File: src/rtl/enums.sv
// rtl/enums.sv - shared symbol type, sync/frame state enums and K-code constants
package enums;

    typedef logic [7:0] data_symbol;

    typedef enum logic [1:0] {
        LOSS_OF_SYNC = 2'd0,
        SYNC_ACQ     = 2'd1,
        SYNC_ERR     = 2'd2
    } sync_state_t;

    typedef enum logic {
        F_IDLE     = 1'b0,
        F_IN_FRAME = 1'b1
    } frame_state_t;

    localparam data_symbol K28_5 = 8'hBC;
    localparam data_symbol K27_7 = 8'hFB;
    localparam data_symbol K29_7 = 8'hFD;

endpackage

File: src/rtl/rx_link_deframer_if.sv
// rtl/rx_link_deframer_if.sv - decoded-symbol input and framed-payload output bundle
interface rx_link_deframer_if #(
    parameter int ERR_CNT_W = 16
) ();
    import enums::*;

    data_symbol             RxParallel_8;
    logic                   RxDataK;
    logic                   Decode_Error;
    logic                   Disparity_Error;
    logic                   err_clr;
    logic                   link_up;
    sync_state_t            sync_state;
    data_symbol             frame_data;
    logic                   frame_valid;
    logic                   frame_sop;
    logic                   frame_eop;
    logic                   frame_err;
    logic [ERR_CNT_W-1:0]   err_count;

    modport master (
        output RxParallel_8, RxDataK, Decode_Error, Disparity_Error, err_clr,
        input  link_up, sync_state, frame_data, frame_valid, frame_sop,
               frame_eop, frame_err, err_count
    );

    modport slave (
        input  RxParallel_8, RxDataK, Decode_Error, Disparity_Error, err_clr,
        output link_up, sync_state, frame_data, frame_valid, frame_sop,
               frame_eop, frame_err, err_count
    );

endinterface

File: src/rtl/rx_sync_fsm.sv
// rtl/rx_sync_fsm.sv - comma-based link synchronization state machine
module rx_sync_fsm
    import enums::*;
#(
    parameter int COMMAS_TO_SYNC  = 3,
    parameter int MAX_BAD         = 4,
    parameter int GOOD_TO_RECOVER = 4
) (
    input  logic        clk,
    input  logic        rst,
    input  logic        sym_bad,
    input  logic        sym_comma,
    output sync_state_t sync_state,
    output logic        link_up
);
    localparam int CW = $clog2(COMMAS_TO_SYNC + 1);
    localparam int BW = $clog2(MAX_BAD + 1);
    localparam int GW = $clog2(GOOD_TO_RECOVER + 1);
    localparam logic [CW-1:0] COMMA_LAST = CW'(COMMAS_TO_SYNC - 1);
    localparam logic [BW-1:0] BAD_LAST   = BW'(MAX_BAD - 1);
    localparam logic [GW-1:0] GOOD_LAST  = GW'(GOOD_TO_RECOVER - 1);

    sync_state_t   state_q, state_d;
    logic [CW-1:0] comma_q, comma_d;
    logic [BW-1:0] bad_q, bad_d;
    logic [GW-1:0] good_q, good_d;
    logic          link_up_q, link_up_d;

    always_comb begin
        state_d = state_q;
        comma_d = comma_q;
        bad_d   = bad_q;
        good_d  = good_q;
        case (state_q)
            LOSS_OF_SYNC: begin
                if (sym_bad) begin
                    comma_d = '0;
                end else if (sym_comma) begin
                    if (comma_q == COMMA_LAST) begin
                        state_d = SYNC_ACQ;
                        comma_d = '0;
                    end else begin
                        comma_d = comma_q + CW'(1);
                    end
                end
            end
            SYNC_ACQ: begin
                if (sym_bad) begin
                    state_d = SYNC_ERR;
                    bad_d   = BW'(1);
                    good_d  = '0;
                end
            end
            SYNC_ERR: begin
                if (sym_bad) begin
                    good_d = '0;
                    if (bad_q == BAD_LAST) begin
                        state_d = LOSS_OF_SYNC;
                        bad_d   = '0;
                    end else begin
                        bad_d = bad_q + BW'(1);
                    end
                end else if (good_q == GOOD_LAST) begin
                    // a full run of clean symbols forgives one bad symbol
                    good_d = '0;
                    bad_d  = bad_q - BW'(1);
                    if (bad_q == BW'(1)) begin
                        state_d = SYNC_ACQ;
                    end
                end else begin
                    good_d = good_q + GW'(1);
                end
            end
            default: state_d = LOSS_OF_SYNC;
        endcase
        link_up_d = (state_d != LOSS_OF_SYNC);
    end

    always_ff @(posedge clk) begin
        if (rst) begin
            state_q   <= LOSS_OF_SYNC;
            comma_q   <= '0;
            bad_q     <= '0;
            good_q    <= '0;
            link_up_q <= 1'b0;
        end else begin
            state_q   <= state_d;
            comma_q   <= comma_d;
            bad_q     <= bad_d;
            good_q    <= good_d;
            link_up_q <= link_up_d;
        end
    end

    assign sync_state = state_q;
    assign link_up    = link_up_q;

endmodule

File: src/rtl/rx_link_deframer.sv
// rtl/rx_link_deframer.sv - link sync, K-code stripping and payload framing after the 8b10b decoder
module rx_link_deframer
    import enums::*;
#(
    parameter int COMMAS_TO_SYNC  = 3,
    parameter int MAX_BAD         = 4,
    parameter int GOOD_TO_RECOVER = 4,
    parameter int ERR_CNT_W       = 16
) (
    input  logic               RxBitCLK_10,
    input  logic               Reset,
    rx_link_deframer_if.slave  lnk
);
    logic        raw_bad, raw_comma, link_up;
    sync_state_t sync_state;

    assign raw_bad   = lnk.Decode_Error | lnk.Disparity_Error;
    assign raw_comma = lnk.RxDataK && (lnk.RxParallel_8 == K28_5) && !raw_bad;

    rx_sync_fsm #(
        .COMMAS_TO_SYNC  (COMMAS_TO_SYNC),
        .MAX_BAD         (MAX_BAD),
        .GOOD_TO_RECOVER (GOOD_TO_RECOVER)
    ) u_sync (
        .clk        (RxBitCLK_10),
        .rst        (Reset),
        .sym_bad    (raw_bad),
        .sym_comma  (raw_comma),
        .sync_state (sync_state),
        .link_up    (link_up)
    );

    // framing runs one symbol behind so it sees link_up already updated by that symbol
    data_symbol           sym_q, sym_d, hold_q, hold_d, fdata_q, fdata_d;
    logic                 symk_q, symk_d, symbad_q, symbad_d;
    frame_state_t         fst_q, fst_d;
    logic                 held_q, held_d, first_q, first_d, ferr_q, ferr_d;
    logic                 fvalid_q, fvalid_d, fsop_q, fsop_d, feop_q, feop_d, fout_err_q, fout_err_d;
    logic [ERR_CNT_W-1:0] err_q, err_d;
    logic                 emit, emit_eop, emit_err;

    always_comb begin
        sym_d    = lnk.RxParallel_8;
        symk_d   = lnk.RxDataK;
        symbad_d = raw_bad;

        err_d = err_q;
        if (lnk.err_clr) begin
            err_d = '0;
        end else if (raw_bad && (err_q != '1)) begin
            err_d = err_q + ERR_CNT_W'(1);
        end
    end

    always_comb begin
        fst_d      = fst_q;
        hold_d     = hold_q;
        held_d     = held_q;
        first_d    = first_q;
        ferr_d     = ferr_q;
        emit       = 1'b0;
        emit_eop   = 1'b0;
        emit_err   = 1'b0;
        if (!link_up) begin
            if (fst_q == F_IN_FRAME) begin
                emit     = held_q;
                emit_eop = 1'b1;
                emit_err = 1'b1;
            end
            fst_d  = F_IDLE;
            held_d = 1'b0;
        end else if (fst_q == F_IDLE) begin
            if (symk_q && (sym_q == K27_7) && !symbad_q) begin
                fst_d   = F_IN_FRAME;
                held_d  = 1'b0;
                ferr_d  = 1'b0;
                first_d = 1'b1;
            end
        end else if (symbad_q) begin
            ferr_d = 1'b1;
        end else if (symk_q && (sym_q == K29_7)) begin
            emit     = held_q;
            emit_eop = 1'b1;
            emit_err = ferr_q;
            fst_d    = F_IDLE;
            held_d   = 1'b0;
        end else if (symk_q && (sym_q == K27_7)) begin
            // SOP inside a frame truncates the open frame and starts a fresh one
            emit     = held_q;
            emit_eop = 1'b1;
            emit_err = 1'b1;
            held_d   = 1'b0;
            ferr_d   = 1'b0;
            first_d  = 1'b1;
        end else if (symk_q) begin
            ferr_d = 1'b1;
        end else begin
            emit   = held_q;
            hold_d = sym_q;
            held_d = 1'b1;
            if (held_q) begin
                first_d = 1'b0;
            end
        end

        fdata_d    = fdata_q;
        fvalid_d   = emit;
        fsop_d     = emit & first_q;
        feop_d     = emit & emit_eop;
        fout_err_d = emit & emit_err;
        if (emit) begin
            fdata_d = hold_q;
        end
    end

    always_ff @(posedge RxBitCLK_10) begin
        if (Reset) begin
            sym_q      <= '0;
            symk_q     <= 1'b0;
            symbad_q   <= 1'b0;
            err_q      <= '0;
            fst_q      <= F_IDLE;
            hold_q     <= '0;
            held_q     <= 1'b0;
            first_q    <= 1'b0;
            ferr_q     <= 1'b0;
            fdata_q    <= '0;
            fvalid_q   <= 1'b0;
            fsop_q     <= 1'b0;
            feop_q     <= 1'b0;
            fout_err_q <= 1'b0;
        end else begin
            sym_q      <= sym_d;
            symk_q     <= symk_d;
            symbad_q   <= symbad_d;
            err_q      <= err_d;
            fst_q      <= fst_d;
            hold_q     <= hold_d;
            held_q     <= held_d;
            first_q    <= first_d;
            ferr_q     <= ferr_d;
            fdata_q    <= fdata_d;
            fvalid_q   <= fvalid_d;
            fsop_q     <= fsop_d;
            feop_q     <= feop_d;
            fout_err_q <= fout_err_d;
        end
    end

    assign lnk.link_up     = link_up;
    assign lnk.sync_state  = sync_state;
    assign lnk.frame_data  = fdata_q;
    assign lnk.frame_valid = fvalid_q;
    assign lnk.frame_sop   = fsop_q;
    assign lnk.frame_eop   = feop_q;
    assign lnk.frame_err   = fout_err_q;
    assign lnk.err_count   = err_q;

endmodule

File: src/flat_wrapper.sv
// flat-port wrapper written by rule: the top's interface ports become plain ports
module rx_link_deframer_flat import enums::*;
#(
    parameter int COMMAS_TO_SYNC  = 3,
    parameter int MAX_BAD         = 4,
    parameter int GOOD_TO_RECOVER = 4,
    parameter int ERR_CNT_W       = 16
)
  (RxBitCLK_10, Reset, lnk_RxParallel_8, lnk_RxDataK, lnk_Decode_Error, lnk_Disparity_Error, lnk_err_clr, lnk_link_up, lnk_sync_state, lnk_frame_data, lnk_frame_valid, lnk_frame_sop, lnk_frame_eop, lnk_frame_err, lnk_err_count);
  rx_link_deframer_if #(.ERR_CNT_W(ERR_CNT_W)) lnk_i ();
  input  logic RxBitCLK_10;
  input  logic Reset;
  input wire logic [$bits(lnk_i.RxParallel_8)-1:0] lnk_RxParallel_8;
  input wire logic [$bits(lnk_i.RxDataK)-1:0] lnk_RxDataK;
  input wire logic [$bits(lnk_i.Decode_Error)-1:0] lnk_Decode_Error;
  input wire logic [$bits(lnk_i.Disparity_Error)-1:0] lnk_Disparity_Error;
  input wire logic [$bits(lnk_i.err_clr)-1:0] lnk_err_clr;
  output wire logic [$bits(lnk_i.link_up)-1:0] lnk_link_up;
  output wire logic [$bits(lnk_i.sync_state)-1:0] lnk_sync_state;
  output wire logic [$bits(lnk_i.frame_data)-1:0] lnk_frame_data;
  output wire logic [$bits(lnk_i.frame_valid)-1:0] lnk_frame_valid;
  output wire logic [$bits(lnk_i.frame_sop)-1:0] lnk_frame_sop;
  output wire logic [$bits(lnk_i.frame_eop)-1:0] lnk_frame_eop;
  output wire logic [$bits(lnk_i.frame_err)-1:0] lnk_frame_err;
  output wire logic [$bits(lnk_i.err_count)-1:0] lnk_err_count;
  assign lnk_i.RxParallel_8 = lnk_RxParallel_8;
  assign lnk_i.RxDataK = lnk_RxDataK;
  assign lnk_i.Decode_Error = lnk_Decode_Error;
  assign lnk_i.Disparity_Error = lnk_Disparity_Error;
  assign lnk_i.err_clr = lnk_err_clr;
  assign lnk_link_up = lnk_i.link_up;
  assign lnk_sync_state = lnk_i.sync_state;
  assign lnk_frame_data = lnk_i.frame_data;
  assign lnk_frame_valid = lnk_i.frame_valid;
  assign lnk_frame_sop = lnk_i.frame_sop;
  assign lnk_frame_eop = lnk_i.frame_eop;
  assign lnk_frame_err = lnk_i.frame_err;
  assign lnk_err_count = lnk_i.err_count;
  rx_link_deframer #(.COMMAS_TO_SYNC(COMMAS_TO_SYNC), .MAX_BAD(MAX_BAD), .GOOD_TO_RECOVER(GOOD_TO_RECOVER), .ERR_CNT_W(ERR_CNT_W)) u_core (.RxBitCLK_10(RxBitCLK_10), .Reset(Reset), .lnk(lnk_i));
endmodule
File: config.mk
export PLATFORM = sky130hd
export DESIGN_NAME = rx_link_deframer_flat
export DESIGN_NICKNAME = d
export VERILOG_FILES = /design/src/rtl/enums.sv /design/src/rtl/rx_link_deframer_if.sv /design/src/rtl/rx_sync_fsm.sv /design/src/rtl/rx_link_deframer.sv /design/src/flat_wrapper.sv
export SDC_FILE = /design/constraint.sdc
export NUM_CORES = 1
export LEC_CHECK = 0
export ABC_AREA = 1
export CORE_MARGIN = 1.5
export CORE_UTILIZATION = 48
export CTS_CLUSTER_DIAMETER = 80
export DETAILED_ROUTE_END_ITERATION = 6
export PLACE_DENSITY = 0.76
export SKIP_LAST_GASP = 1
export SYNTH_ARGS = -nofsm -noshare
export SYNTH_HDL_FRONTEND = slang
export SYNTH_SLANG_ARGS = --single-unit
File: constraint.sdc
create_clock -name RxBitCLK_10 -period 1.6 [get_ports RxBitCLK_10]
set_input_delay 0.32 -clock RxBitCLK_10 [delete_from_list [all_inputs] [get_ports RxBitCLK_10]]
set_output_delay 0.32 -clock RxBitCLK_10 [all_outputs]
set_load 0.005 [all_outputs]
# [Yosys cells after proc, flatten, opt, wreduce, memory -nomap -nowiden]
# Cells that the tools add are included.
[totals] ff_bits=61 output_inout_bits=31 word_cells=134
[op_classes] addsub=5 eq_ne=19 n_mux=60 bitwise_logic=9 n_reduce_logical=22
[op_table] operator="$mux W1" n=39
[op_table] operator="$eq A8 B8 Y1 const B" n=3
[op_table] operator="$mux W2" n=11
[op_table] operator="$mux W3" n=7
[op_table] operator="$add A16 B1 Y16 const B" n=1
[op_table] operator="$ne A16 B16 Y1 const B" n=1
[op_table] operator="$pmux W3 S2" n=2
[op_table] operator="$reduce_and A6 Y1" n=2
[op_table] operator="$reduce_bool A2 Y1" n=4
[op_table] operator="$add A3 B1 Y3 const B" n=2
[op_table] operator="$eq A3 B2 Y1 const B" n=2
[op_table] operator="$logic_and A1 B1 Y1" n=6
[op_table] operator="$ne A3 B2 Y1 const B" n=2
[op_table] operator="$ne A3 B3 Y1 const B" n=2
[op_table] operator="$pmux W2 S3" n=1
[op_table] operator="$reduce_and A3 Y1" n=2
[op_table] operator="$not A1 Y1" n=5
[op_table] operator="$eq A2 B2 Y1 const B" n=2
[op_table] operator="$ne A2 B2 Y1 const B" n=2
[op_table] operator="$ne A4 B2 Y1 const B" n=1
[op_table] operator="$ne A4 B4 Y1 const B" n=1
[op_table] operator="$reduce_and A2 Y1" n=2
[op_table] operator="$reduce_and A4 Y1" n=1
[op_table] operator="$reduce_or A2 Y1" n=2
[op_table] operator="9 further kinds" n=12

# [Longest topological paths before layout]
[logic_depth] depth_word=8 depth_mapped=11 ltp_nobuf=11

# [Modules after synthesis]
# A second synthesis with hierarchy kept.
[unflattened] cells_unflattened=411 hier_area_um2=2926.6
[modules_own_cells] module="rx_link_deframer" n_inst=1 cells_per_inst=311 area_each_um2=2263.4 seq_area_each_um2=1001.0
[modules_own_cells] module="rx_sync_fsm" n_inst=1 cells_per_inst=100 area_each_um2=663.1 seq_area_each_um2=220.2

# [Worst setup path after synthesis]
# No wires, ideal clock.
[synth_timing] kind="register to register" start="register u_core.err_q[0], in the netlist u_core.lnk.err_count[0]" end="register u_core.err_q[2], in the netlist u_core.lnk.err_count[2]" arrival_time_ps=1463 t_required_ps=1485 setup_slack_ps=22 stages_incl_launch_ff=12 period_less_slack_ps=1578 cell_sequence="dfxtp_1 -> ha_1 -> nand2_1 -> inv_1 -> nand2_2 -> nor2_2 -> nand3_2 -> nand2_4 -> inv_2 -> buf_6 -> a21oi_1 -> nor2_1"
[synth_between] elab_chain_len=2 elab_cells_between_ends=3 cone_classes="add/sub (1); eq/ne (1); reduce/logical (1)"
[synth_rtl] element="start: declaration" line_no="rx_link_deframer.sv:39" text="logic [ERR_CNT_W-1:0] err_q, err_d;"
[synth_rtl] element="start signal: assignment" line_no="rx_link_deframer.sv:136" text="err_q <= err_d;"
[synth_rtl] element="parallel branches: the longest is 2 deep, another holds $add A16 B1 Y16"
# Several ways; the timed one is not identified.
# A chain may end at the register's enable or synchronous reset.

# [Worst setup path in the final report]
[layout_timing] start="register u_core.err_q[7], in the netlist u_core.lnk.err_count[7]" end="output lnk_err_count[7]"
[layout_lines] element="end: declaration" line_no="flat_wrapper.sv:25" text="output wire logic [$bits(lnk_i.err_count)-1:0] lnk_err_count;"
# No word-level cell between the ends.

==> run summary <==
• **headroom to the max-slew limit** 0.787
• **final critical path time including I/O delays and setup** 1.58 ns
• **worst IR drop on VDD** 0.561 mV
• **most common library cells after synthesis** sky130_fd_sc_hd__nand2_1, sky130_fd_sc_hd__nor2_1, sky130_fd_sc_hd__dfxtp_1, sky130_fd_sc_hd__inv_1, sky130_fd_sc_hd__a21oi_1
• **largest net degree at the start of global routing** 21
• **run status** completed
• **area post-placement** 3510 µm²
• **vias per std cell** 5.05
• **number of maximum-capacitance violations** 0
• **area leader, netlist** sky130_fd_sc_hd__dfxtp_1
• **data arrival time of the worst path** 1.26 ns
• **clock latency on the worst-skew pair** 0.35 ns
• **Design Power** 3270 µW
• **grt total ovfl** 0
• **post-detail-place hpwl** 4630 µm
• **number of standard-cell rows in the floorplan** 27
• **hold wc startpoint** u_core.first_q
• **leading register cell type out of synthesis** sky130_fd_sc_hd__dfxtp_1
• **pwr dens** 859 nW/µm²
• **top area cells in the synthesized netlist** sky130_fd_sc_hd__dfxtp_1, sky130_fd_sc_hd__nand2_1, sky130_fd_sc_hd__nor2_1
• **fraction of the cycle the final worst path needs** 0.985
• **initial core utilization** 0.505
• **yosys warns** 0
• **storage element area** 1250 µm²
• **RSZ-0062 raised after global routing** yes
• **Crit path max-delay family** buffers and inverters
• **share of cells above drive strength 1** 0.155
• **horizontal die dimension** 79.8 µm
• **total detailed-routing wirelength** 6560 µm
• **initial antenna violation count** 0
• **critical path data required time** 1.28 ns
• **worst setup path class** reg -> out
• **average footprint of a synthesized cell** 6.95 µm²
• **TritonCTS buffer count** 9
• **Max Transition Viols Final** 0
• **series of cell instances along the critical path** clkdlybuf4s50_1
• **count of cell types in the netlist** 28
• **synthesized instance count** 407
• **number of flip-flops and latches in the synthesized netlist** 61
• **leakage power** 0.00160 µW
• **number of hold-slack violations in the final timing report** 0
• **residual antenna-violating net count after detailed routing** 0
• **startpoint of the lowest-slack register-to-register path** u_core.lnk.err_count[0]
• **via count of the first global-routing pass** 2538
• **CTS H-Tree Depth** 3
• **final cell utilization of the core** 0.679
• **Max Clk Rate** 634 MHz
• **final setup vio count** 0
• **count of input and output buffers** 44
• **All-Layer GR Usage** 0.223
• **clock root buffer** sky130_fd_sc_hd__clkbuf_8
• **area of the placeable core** 5610 µm²
• **crit path launch** u_core.lnk.err_count[7]
• **Die Height** 79.8 µm
• **clock tree from TritonCTS** done
• **first-pass GRT wire length** 11000 µm
• **Worst Max-Slew Pin Slew** 0.319 ns
• **die area** 6370 µm²
• **Initial DRC Count** 183
• **most frequent cell after synthesis** sky130_fd_sc_hd__nand2_1
• **share of the synthesized area in the top cell type** 0.431
• **Synth Cell Area** 2830 µm²
• **startpoint type of the worst setup path** register
• **number of DRC violations after detailed routing** 0
• **Layout Nets** 497
• **RePlAce Congestion** 0.895
• **critical path buffer and inverter count** 1
• **iteration count of the initial detailed-routing pass** 5
• **count of boundary I/O pins** 45
• **net count after synthesis** 426
• **fillcell total** 483
• **register clock-pin slew on the reported worst setup and hold paths** 0.07 ns
• **ys async rst share** 0
• **routed wirelength normalized by instance count** 11.8 µm
• **Vias** 2804
• **count of flip-flops with a built-in enable after synthesis** 0
• **total of hold buffers inserted after clock tree synthesis** 0
• **cell count after placement** 536
• **worst stage delay on the critical path** 0.51 ns
• **post-layout instance count excluding filler cells** 555
• **Num Clock Sinks** 61
• **Layout area overhead** 34.6%
• **diode count** 0
• **share of synthesized area occupied by flip-flops and latches** 0.431
• **area of all placed cells without fillers** 3810 µm²
• **worst hold path type** reg -> reg
• **Max clock buf depth** 2
• **type of destination of the critical path** primary output
• **Clock Skews** 0.00679 ns
• **area of the multi-input gates** 1370 µm²
• **cell with the biggest individual delay on the critical path** sky130_fd_sc_hd__clkdlybuf4s50_1
• **critical-path maximum fanout** 6
==> per-layer routing <==
| layer | GRT usage | up-vias | routed length [µm] |
|---|---|---|---|
| li1 | - | 1442 | - |
| met1 | 0.272 | 1265 | 2950 |
| met2 | 0.362 | 85 | 3150 |
| met3 | 0.0731 | 12 | 325 |
| met4 | 0.0897 | 0 | 126 |
| met5 | 0 | - | 0 |
==> layout by cell type (no fill, tap or decap), drive strengths merged, types with 8 or more instances in the layout <==
master	count
nand4	13
buf	28
nor2	76
a21oi	35
dfxtp	61
clkdlybuf4s50	38
o21ai	20
inv	48
nand2	86
nand3b	8
nand3	20
nor3	9
clkbuf	11
==> registers in the layout (all words and copies together), names as in the netlist, 2 cells and up <==
register	cells
u_core.hold_q	8
u_core.u_sync.good_q	3
u_core.u_sync.sync_state	2
u_core.u_sync.comma_q	2
u_core.u_sync.bad_q	3
u_core.lnk.frame_data	8
u_core.sym_q	8
u_core.lnk.err_count	16
==> logic make-up after synthesis <==
group / synth area share
buf+inv: 0.0911
flops: 0.431
compound gates: 0.103
xor+xnor: 0.0155
simple gates: 0.337
fa+ha+maj: 0.0221
==> path summary, 6_finish.rpt <==
kind	slack (ns)	cells after the start	to
max	0.02	1	lnk_err_count[7]
min	0.45	2	u_core.lnk.frame_sop
max reg2reg	0.09	10	u_core.lnk.err_count[6]
min reg2reg	0.45	2	u_core.lnk.frame_sop
==> power breakdown <==
part | internal, µW | switching, µW | total [µW]
Clock | 922 | 626 | 1550
Sequential | 1530 | 12.9 | 1550
Combinational | 83.6 | 95.4 | 179
==> per-stage QoR <==
| step | TNS, ns | worst slack [ns] | hold WS [ns] |
|---|---|---|---|
| global route | -0.0663 | -0.0225 | 0.459 |
| CTS | 0 | 0.00381 | 0.450 |
| detailed placement | -1.13 | -0.229 | 0.437 |
| global placement | -0.558 | -0.181 | 0.431 |
| floorplan | 0 | 0.0217 | 0.408 |
| finish | 0 | 0.0234 | 0.449 |
==> what timing repair did <==
item | in CTS | in global routing
endpoints found under the setup margin | 14 | 28
pin swaps | 1 | 2
cloned | 0 | 0
setup buffers | 2 | 1
resized for setup | 14 | 21
==> area by class of cell <==
cell class / instances / share of cell area
Multi-Input combinational cell: 283 / 0.360
Clock inverter: 5 / 0.0220
Inverter: 51 / 0.0519
Sequential cell: 61 / 0.327
Timing Repair Buffer: 72 / 0.178
Clock buffer: 11 / 0.0371
Tap cell: 72 / 0.0237
(Power assumes the default switching activity.)
